==> config.mk <==
export PLATFORM = sky130hd
export DESIGN_NAME = alu_reg_sequencer_flat
export DESIGN_NICKNAME = d
export VERILOG_FILES = /design/src/rtl/alu_reg_sequencer_if.sv /design/src/rtl/alu_reg_sequencer.sv /design/src/flat_wrapper.sv
export SDC_FILE = /design/constraint.sdc
export NUM_CORES = 1
export LEC_CHECK = 0
export ABC_AREA = 1
export CAP_MARGIN = 25
export CORE_MARGIN = 2
export CORE_UTILIZATION = 39
export CTS_CLUSTER_SIZE = 28
export DETAILED_ROUTE_END_ITERATION = 16
export PLACE_DENSITY = 0.7
export SLEW_MARGIN = 20
export SYNTH_ARGS = -nofsm -noshare
export SYNTH_HDL_FRONTEND = slang
export SYNTH_SLANG_ARGS = --single-unit
==> constraint.sdc <==
create_clock -name clk -period 3.25 [get_ports clk]
set_input_delay 0.8125 -clock clk [delete_from_list [all_inputs] [get_ports clk]]
set_output_delay 0.8125 -clock clk [all_outputs]
set_load 0.005 [all_outputs]
==> src/rtl/alu_reg_sequencer_if.sv <==
// Command bus for the ALU register sequencer: one command per valid/ready handshake.
interface alu_reg_sequencer_if #(
    parameter int NREG  = 8,
    parameter int WIDTH = 16
);
    localparam int AW = $clog2(NREG);

    logic             cmd_valid;
    logic             cmd_ready;
    logic             cmd_op;
    logic [3:0]       cmd_select;
    logic             cmd_mode;
    logic             cmd_cin;
    logic             cmd_use_carry;
    logic [AW-1:0]    cmd_rs;
    logic [AW-1:0]    cmd_rt;
    logic [AW-1:0]    cmd_rd;
    logic [WIDTH-1:0] cmd_imm;

    modport master (
        output cmd_valid, cmd_op, cmd_select, cmd_mode, cmd_cin, cmd_use_carry,
               cmd_rs, cmd_rt, cmd_rd, cmd_imm,
        input  cmd_ready
    );

    modport slave (
        input  cmd_valid, cmd_op, cmd_select, cmd_mode, cmd_cin, cmd_use_carry,
               cmd_rs, cmd_rt, cmd_rd, cmd_imm,
        output cmd_ready
    );
endinterface

==> src/rtl/alu_reg_sequencer.sv <==
// Operand/write-back sequencer around an external combinational 74181-style ALU:
// latches operands from an 8-entry register file, then writes f/cout back one cycle later.
module alu_reg_sequencer #(
    parameter int NREG  = 8,
    parameter int WIDTH = 16
) (
    input  logic                     clk,
    input  logic                     rst,
    alu_reg_sequencer_if.slave       cmd,
    output logic [WIDTH-1:0]         alu_a,
    output logic [WIDTH-1:0]         alu_b,
    output logic [3:0]               alu_select,
    output logic                     alu_mode,
    output logic                     alu_cin,
    input  logic [WIDTH-1:0]         alu_f,
    input  logic                     alu_cout,
    output logic                     done,
    output logic [WIDTH-1:0]         result,
    output logic                     carry_flag,
    output logic                     zero_flag,
    input  logic [$clog2(NREG)-1:0]  dbg_addr,
    output logic [WIDTH-1:0]         dbg_data
);
    localparam int AW = $clog2(NREG);

    typedef enum logic {IDLE, EXEC} state_t;

    state_t           state;
    state_t           state_next;
    logic             accept;
    logic [WIDTH-1:0] rf [NREG];
    logic             op_p1;
    logic [AW-1:0]    rd_p1;
    logic [WIDTH-1:0] imm_p1;
    logic [WIDTH-1:0] wb_val;

    always_ff @(posedge clk) begin
        if (rst) state <= IDLE;
        else     state <= state_next;
    end

    always_comb begin
        state_next     = state;
        cmd.cmd_ready  = 1'b0;
        accept         = 1'b0;
        case (state)
            IDLE: begin
                cmd.cmd_ready = 1'b1;
                accept        = cmd.cmd_valid;
                if (cmd.cmd_valid) state_next = EXEC;
            end
            EXEC: state_next = IDLE;
            default: state_next = IDLE;
        endcase
    end

    assign wb_val = op_p1 ? imm_p1 : alu_f;

    always_ff @(posedge clk) begin
        if (rst) begin
            for (int i = 0; i < NREG; i++) rf[i] <= '0;
            alu_a      <= '0;
            alu_b      <= '0;
            alu_select <= '0;
            alu_mode   <= 1'b0;
            alu_cin    <= 1'b0;
            op_p1      <= 1'b0;
            rd_p1      <= '0;
            imm_p1     <= '0;
            result     <= '0;
            carry_flag <= 1'b0;
            zero_flag  <= 1'b0;
            done       <= 1'b0;
        end else begin
            done <= 1'b0;
            // Stage p1: operands read from the pre-write register file at the accept edge
            if (accept) begin
                alu_a      <= rf[cmd.cmd_rs];
                alu_b      <= rf[cmd.cmd_rt];
                alu_select <= cmd.cmd_select;
                alu_mode   <= cmd.cmd_mode;
                alu_cin    <= cmd.cmd_use_carry ? carry_flag : cmd.cmd_cin;
                op_p1      <= cmd.cmd_op;
                rd_p1      <= cmd.cmd_rd;
                imm_p1     <= cmd.cmd_imm;
            end
            // Write-back: ALU has settled during EXEC; load-immediate leaves carry alone
            if (state == EXEC) begin
                rf[rd_p1] <= wb_val;
                result    <= wb_val;
                zero_flag <= (wb_val == '0);
                if (!op_p1) carry_flag <= alu_cout;
                done      <= 1'b1;
            end
        end
    end

    assign dbg_data = rf[dbg_addr];
endmodule
==> src/flat_wrapper.sv <==
// flat-port wrapper written by rule: the top's interface ports become plain ports
module alu_reg_sequencer_flat 
#(
    parameter int NREG  = 8,
    parameter int WIDTH = 16
)
  (clk, rst, alu_a, alu_b, alu_select, alu_mode, alu_cin, alu_f, alu_cout, done, result, carry_flag, zero_flag, dbg_addr, dbg_data, cmd_cmd_valid, cmd_cmd_op, cmd_cmd_select, cmd_cmd_mode, cmd_cmd_cin, cmd_cmd_use_carry, cmd_cmd_rs, cmd_cmd_rt, cmd_cmd_rd, cmd_cmd_imm, cmd_cmd_ready);
  alu_reg_sequencer_if #(.NREG(NREG), .WIDTH(WIDTH)) cmd_i ();
  input  logic clk;
  input  logic rst;
  output logic [WIDTH-1:0] alu_a;
  output logic [WIDTH-1:0] alu_b;
  output logic [3:0] alu_select;
  output logic alu_mode;
  output logic alu_cin;
  input  logic [WIDTH-1:0] alu_f;
  input  logic alu_cout;
  output logic done;
  output logic [WIDTH-1:0] result;
  output logic carry_flag;
  output logic zero_flag;
  input  logic [$clog2(NREG)-1:0] dbg_addr;
  output logic [WIDTH-1:0] dbg_data;
  input wire logic [$bits(cmd_i.cmd_valid)-1:0] cmd_cmd_valid;
  input wire logic [$bits(cmd_i.cmd_op)-1:0] cmd_cmd_op;
  input wire logic [$bits(cmd_i.cmd_select)-1:0] cmd_cmd_select;
  input wire logic [$bits(cmd_i.cmd_mode)-1:0] cmd_cmd_mode;
  input wire logic [$bits(cmd_i.cmd_cin)-1:0] cmd_cmd_cin;
  input wire logic [$bits(cmd_i.cmd_use_carry)-1:0] cmd_cmd_use_carry;
  input wire logic [$bits(cmd_i.cmd_rs)-1:0] cmd_cmd_rs;
  input wire logic [$bits(cmd_i.cmd_rt)-1:0] cmd_cmd_rt;
  input wire logic [$bits(cmd_i.cmd_rd)-1:0] cmd_cmd_rd;
  input wire logic [$bits(cmd_i.cmd_imm)-1:0] cmd_cmd_imm;
  output wire logic [$bits(cmd_i.cmd_ready)-1:0] cmd_cmd_ready;
  assign cmd_i.cmd_valid = cmd_cmd_valid;
  assign cmd_i.cmd_op = cmd_cmd_op;
  assign cmd_i.cmd_select = cmd_cmd_select;
  assign cmd_i.cmd_mode = cmd_cmd_mode;
  assign cmd_i.cmd_cin = cmd_cmd_cin;
  assign cmd_i.cmd_use_carry = cmd_cmd_use_carry;
  assign cmd_i.cmd_rs = cmd_cmd_rs;
  assign cmd_i.cmd_rt = cmd_cmd_rt;
  assign cmd_i.cmd_rd = cmd_cmd_rd;
  assign cmd_i.cmd_imm = cmd_cmd_imm;
  assign cmd_cmd_ready = cmd_i.cmd_ready;
  alu_reg_sequencer #(.NREG(NREG), .WIDTH(WIDTH)) u_core (.clk(clk), .rst(rst), .cmd(cmd_i), .alu_a(alu_a), .alu_b(alu_b), .alu_select(alu_select), .alu_mode(alu_mode), .alu_cin(alu_cin), .alu_f(alu_f), .alu_cout(alu_cout), .done(done), .result(result), .carry_flag(carry_flag), .zero_flag(zero_flag), .dbg_addr(dbg_addr), .dbg_data(dbg_data));
endmodule
=== After elaboration in Yosys (flattened, before gate mapping) ===
Memories as Yosys holds them, arrays and structs flattened. A register that Yosys moved wholly into a read port is not among the register bits.
Index checks and enable logic that the tools add are counted.

* Output and inout bits: 74
* Register bits: 46
* Word-level logic and storage cells: 31
* Input bits: 56
* Memories kept: 1
* Bits in writable memories: 128

{| class="wikitable"
|+ Memory list
! memory !! depth !! bits a word !! read ports !! clocked after memory_dff !! wr ports !! line !! RTL
|-
| u_core.rf || 8 || 16 || 3 || 2 || 8 || alu_reg_sequencer.sv:31 || <nowiki>logic [WIDTH-1:0] rf [NREG];</nowiki>
|}

* Muxes and demuxes: 14
* Bitwise gates (word level): 2
* Reductions and logical operators: 3

{| class="wikitable"
|+ Operators by type and width
! kind !! count
|-
| two-way mux 16 bit || 2
|-
| logical NOT 16 bit || 1
|-
| OR reduction 16 bit || 1
|-
| two-way mux 1 bit || 10
|-
| two-way mux 3 bit || 1
|-
| NOT 1 bit || 2
|-
| one-hot mux 1 bit (2 select lines) || 1
|-
| AND reduction 2 bit || 1
|}

=== Logic depth before layout (Yosys ltp) ===
* Depth in word-level cells: 5
* Depth in mapped cells: 9
* Depth with buffers taken out: 8

=== Worst setup path after synthesis ===
No wires, ideal clock.

* Kind: in2out
* Start point: input port dbg_addr[1]
* End point: output port dbg_data[1]
* Required time: 2.438 ns
* Stages: 6
* Arrival: 1.655 ns
* Path buffers: 2
* Slack: 0.782 ns
* Cells stage by stage: buf_2 -> clkbuf_1 -> o21ai_0 -> o21ai_0 -> nor2_1 -> a31oi_1

* Word-level cells in the longest chain between the ends: 1

{| class="wikitable"
|+ Ends and longest elaborated chain
! element !! line !! RTL
|-
| from (decl) || flat_wrapper.sv:22 || <nowiki>input logic [$clog2(NREG)-1:0] dbg_addr;</nowiki>
|-
| memory (8 x 16 bit) || - ||
|-
| to (decl) || flat_wrapper.sv:23 || <nowiki>output logic [WIDTH-1:0] dbg_data;</nowiki>
|}

No other way between the ends.

=== Worst setup path after layout ===
* Start point: input port dbg_addr[0]
* End point: output port dbg_data[5]

Same word-level chain as after synthesis.

==> flow_metrics.env <==
export IMPL_rsz0062_at_grt="no"
export IMPL_cts_tree="yes"
export IMPL_place_inst=1746
export IMPL_numPortBuffers=129
export IMPL_avgViaCountPerCell=5.623
export IMPL_numCtsBuffers=23
export IMPL_start_kind="input port"
export IMPL_critical_path_class="in -> out"
export IMPL_area_growth_pct=24.11
export IMPL_clk_path_buf_depth=3
export IMPL_slew_violations=0
export IMPL_power_density_mw_per_mm2=498.1
export IMPL_grt_start_max_net_pins=69
export IMPL_core_area_mm2=0.02688
export IMPL_via_count=10059
export IMPL_synth_ff_type="edfxtp_1"
export IMPL_drtIter0Drc=1296
export IMPL_cts_sinks=206
export IMPL_fin_util_pct=49.09
export IMPL_grt_overflow_total=0
export IMPL_start_util_pct=39.55
export IMPL_syn_avg_cell_area_um2=8.023
export IMPL_cts_setup_buffers=0
export IMPL_netlist_cell_type_count=25
export IMPL_finalClockSkew_ns=0.008684
export IMPL_arrival_ns=2.40
export IMPL_nFillCells=2554
export IMPL_yosysWarnings=0
export IMPL_stdcell_count=1789
export IMPL_cp_max_fo=42
export IMPL_slew_headroom_pct=46.82
export IMPL_peakVddDrop_mv=0.3183
export IMPL_status="finished clean"
export IMPL_maxCapViolCount=0
export IMPL_drive_gt1_share_pct=8.978
export IMPL_diodes=0
export IMPL_grtUsageTotal_pct=23.39
export IMPL_antenna_found_initial=0
export IMPL_synth_seq_area_share_pct=50.85
export IMPL_finalHoldViolations=0
export IMPL_syn_instance_count=1325
export IMPL_first_pass_iters=8
export IMPL_critPathCaptureType="output pin"
export IMPL_die_area_mm2=0.02859
export IMPL_fin_crit_ns=3.208
export IMPL_fin_nets=1488
export IMPL_p_leak_nw=5.235
export IMPL_io_pins=130
export IMPL_critPathRequiredTime_ns=2.44
export IMPL_fmax_ghz=0.3117
export IMPL_synth_seq_cells=206
export IMPL_r2r_start="u_core.op_p1$_SDFFE_PP0P_"
export IMPL_worstSkewPairLatency_ns=0.51
export IMPL_hp_class="reg -> reg"
export IMPL_cts_root_buf="clkbuf_16"
export IMPL_tightestPinTransition_ns=0.7976
export IMPL_synthArstFlopShare_pct=0
export IMPL_dp_hpwl_um=22600
export IMPL_place_gp_congestion=0.8772
export IMPL_syn_area_mm2=0.01063
export IMPL_tns_ns=0
export IMPL_final_cell_mix="o21ai_0 (241), nor2_1 (195), a21oi_1 (176)"
export IMPL_ant_nets=0
export IMPL_cts_htree_levels=1
export IMPL_syn_nets=1381
export IMPL_crit_start="dbg_addr[0]"
export IMPL_grt_pass1_wl_um=52310
export IMPL_synth_edf_count=128
export IMPL_clk_transition_reported_paths_ns=0.06
export IMPL_drt_wl_total_um=34250
export IMPL_drc=0
export IMPL_period_share_pct=98.71
export IMPL_rows=60
export IMPL_min_from="u_core.imm_p1[1]$_SDFFE_PP0P_"
export IMPL_die_h_um=169.1
export IMPL_grt_pass1_vias=9525
export IMPL_place_area_mm2=0.01237
export IMPL_fin_total_pwr_mw=6.571
export IMPL_die_width_um=169.1
export IMPL_wl_per_cell_um=19.15
export IMPL_setup_violations=0
export IMPL_fin_area_mm2=0.01319
export IMPL_layout_commonest_cell="o21ai_0"
critical path, cell delays in order:
cell and delay (ns):
clkbuf_4 0.19, buf_12 0.19, a21oi_1 0.15, o21ai_0 0.12, o21ai_0 0.09, nor2_1 0.06, a31oi_1 0.21, clkdlybuf4s50_1 0.54
path summary, 6_finish.rpt:
check	cells after the start	end	slack [ns]
hold reg to reg	2	u_core.imm_p1[1]$_SDFFE_PP0P_	0.45
setup / recovery	8	dbg_data[5]	0.04
setup reg to reg	5	u_core.rf[1][14]$_SDFFCE_PN0P_	1.26
hold / removal	2	u_core.imm_p1[1]$_SDFFE_PP0P_	0.45
sequential cells by signal (all words and copies together), names as in the netlist, 3 cells and up:
name and count:
u_core.alu_a 16, u_core.rf 128, u_core.imm_p1 16, u_core.alu_select 4
u_core.result 16, u_core.rd_p1 3, u_core.alu_b 16
power breakdown:
group	internal (mW)	total [mW]	switching (mW)
sequential	2.91	2.99	0.0804
clock	1.47	2.53	1.06
combinational	0.412	1.04	0.631
total	4.80	6.57	1.77
final cells by class:
type,count,area [um2],share of cell area [%]
clock buffers,25,593.1,4.495
multi-input cells,902,4354,33.00
well taps,341,426.7,3.234
repair buffers,188,1866,14.14
flip-flops and latches,206,5405,40.97
inverters,111,416.7,3.158
clock inverters,16,131.4,0.9958
per-stage QoR:
stage | setup WS (ns) | hold slack, ns
finish | 0.04182 | 0.4493
global route | 0.01304 | 0.4766
CTS | 0.01235 | 0.4519
detailed placement | -0.1780 | 0.4427
global placement | -0.1054 | 0.4393
floorplan | 0.7823 | 0.4292
routing by layer:
| layer | GRT usage [%] | share of wire (%) | vias to the layer above |
|---|---|---|---|
| met5 | 0 | 0 | - |
| met4 | 8.064 | 3.5 | 0 |
| met3 | 5.074 | 11 | 96 |
| met2 | 37.35 | 45 | 604 |
| met1 | 31.59 | 41 | 4582 |
| li1 | - | - | 4777 |
cells by family (layout without fill, tap and decap cells):
| logic type | count (synthesis) | count (layout) | synth area share [%] |
|---|---|---|---|
| compound gates | 516 | 516 | 26.42 |
| buf+inv | 217 | 340 | 8.310 |
| flops | 206 | 206 | 50.85 |
| simple gates | 386 | 386 | 14.42 |
synthesized netlist by cell type (3+ instances only):
cell / count / area (um2)
a21oi_1: 176 / 880.8
nand2_1: 144 / 540.5
o21ai_2: 6 / 52.55
o21ai_0: 243 / 1216
nand2_2: 8 / 50.05
inv_2: 3 / 11.26
clkinv_1: 7 / 26.28
o21ai_1: 9 / 45.04
inv_1: 101 / 379.1
o211ai_1: 63 / 473.0
buf_1: 8 / 30.03
dfxtp_1: 78 / 1562
nand3_1: 35 / 175.2
a31oi_1: 16 / 100.1
edfxtp_1: 128 / 3844
buf_2: 37 / 185.2
nor2_1: 195 / 732.0
clkbuf_1: 57 / 214.0
repair_timing:
| item | 4_1_cts | 5_1_grt |
|---|---|---|
| gates cloned | 0 | 2 |
| hold buffers | 0 | 0 |
| hold endpoints to repair | 0 | 0 |
| endpoints found under the setup margin | 15 | 11 |
| gates resized for setup | 2 | 16 |
Power figures use the tool's default switching activity.
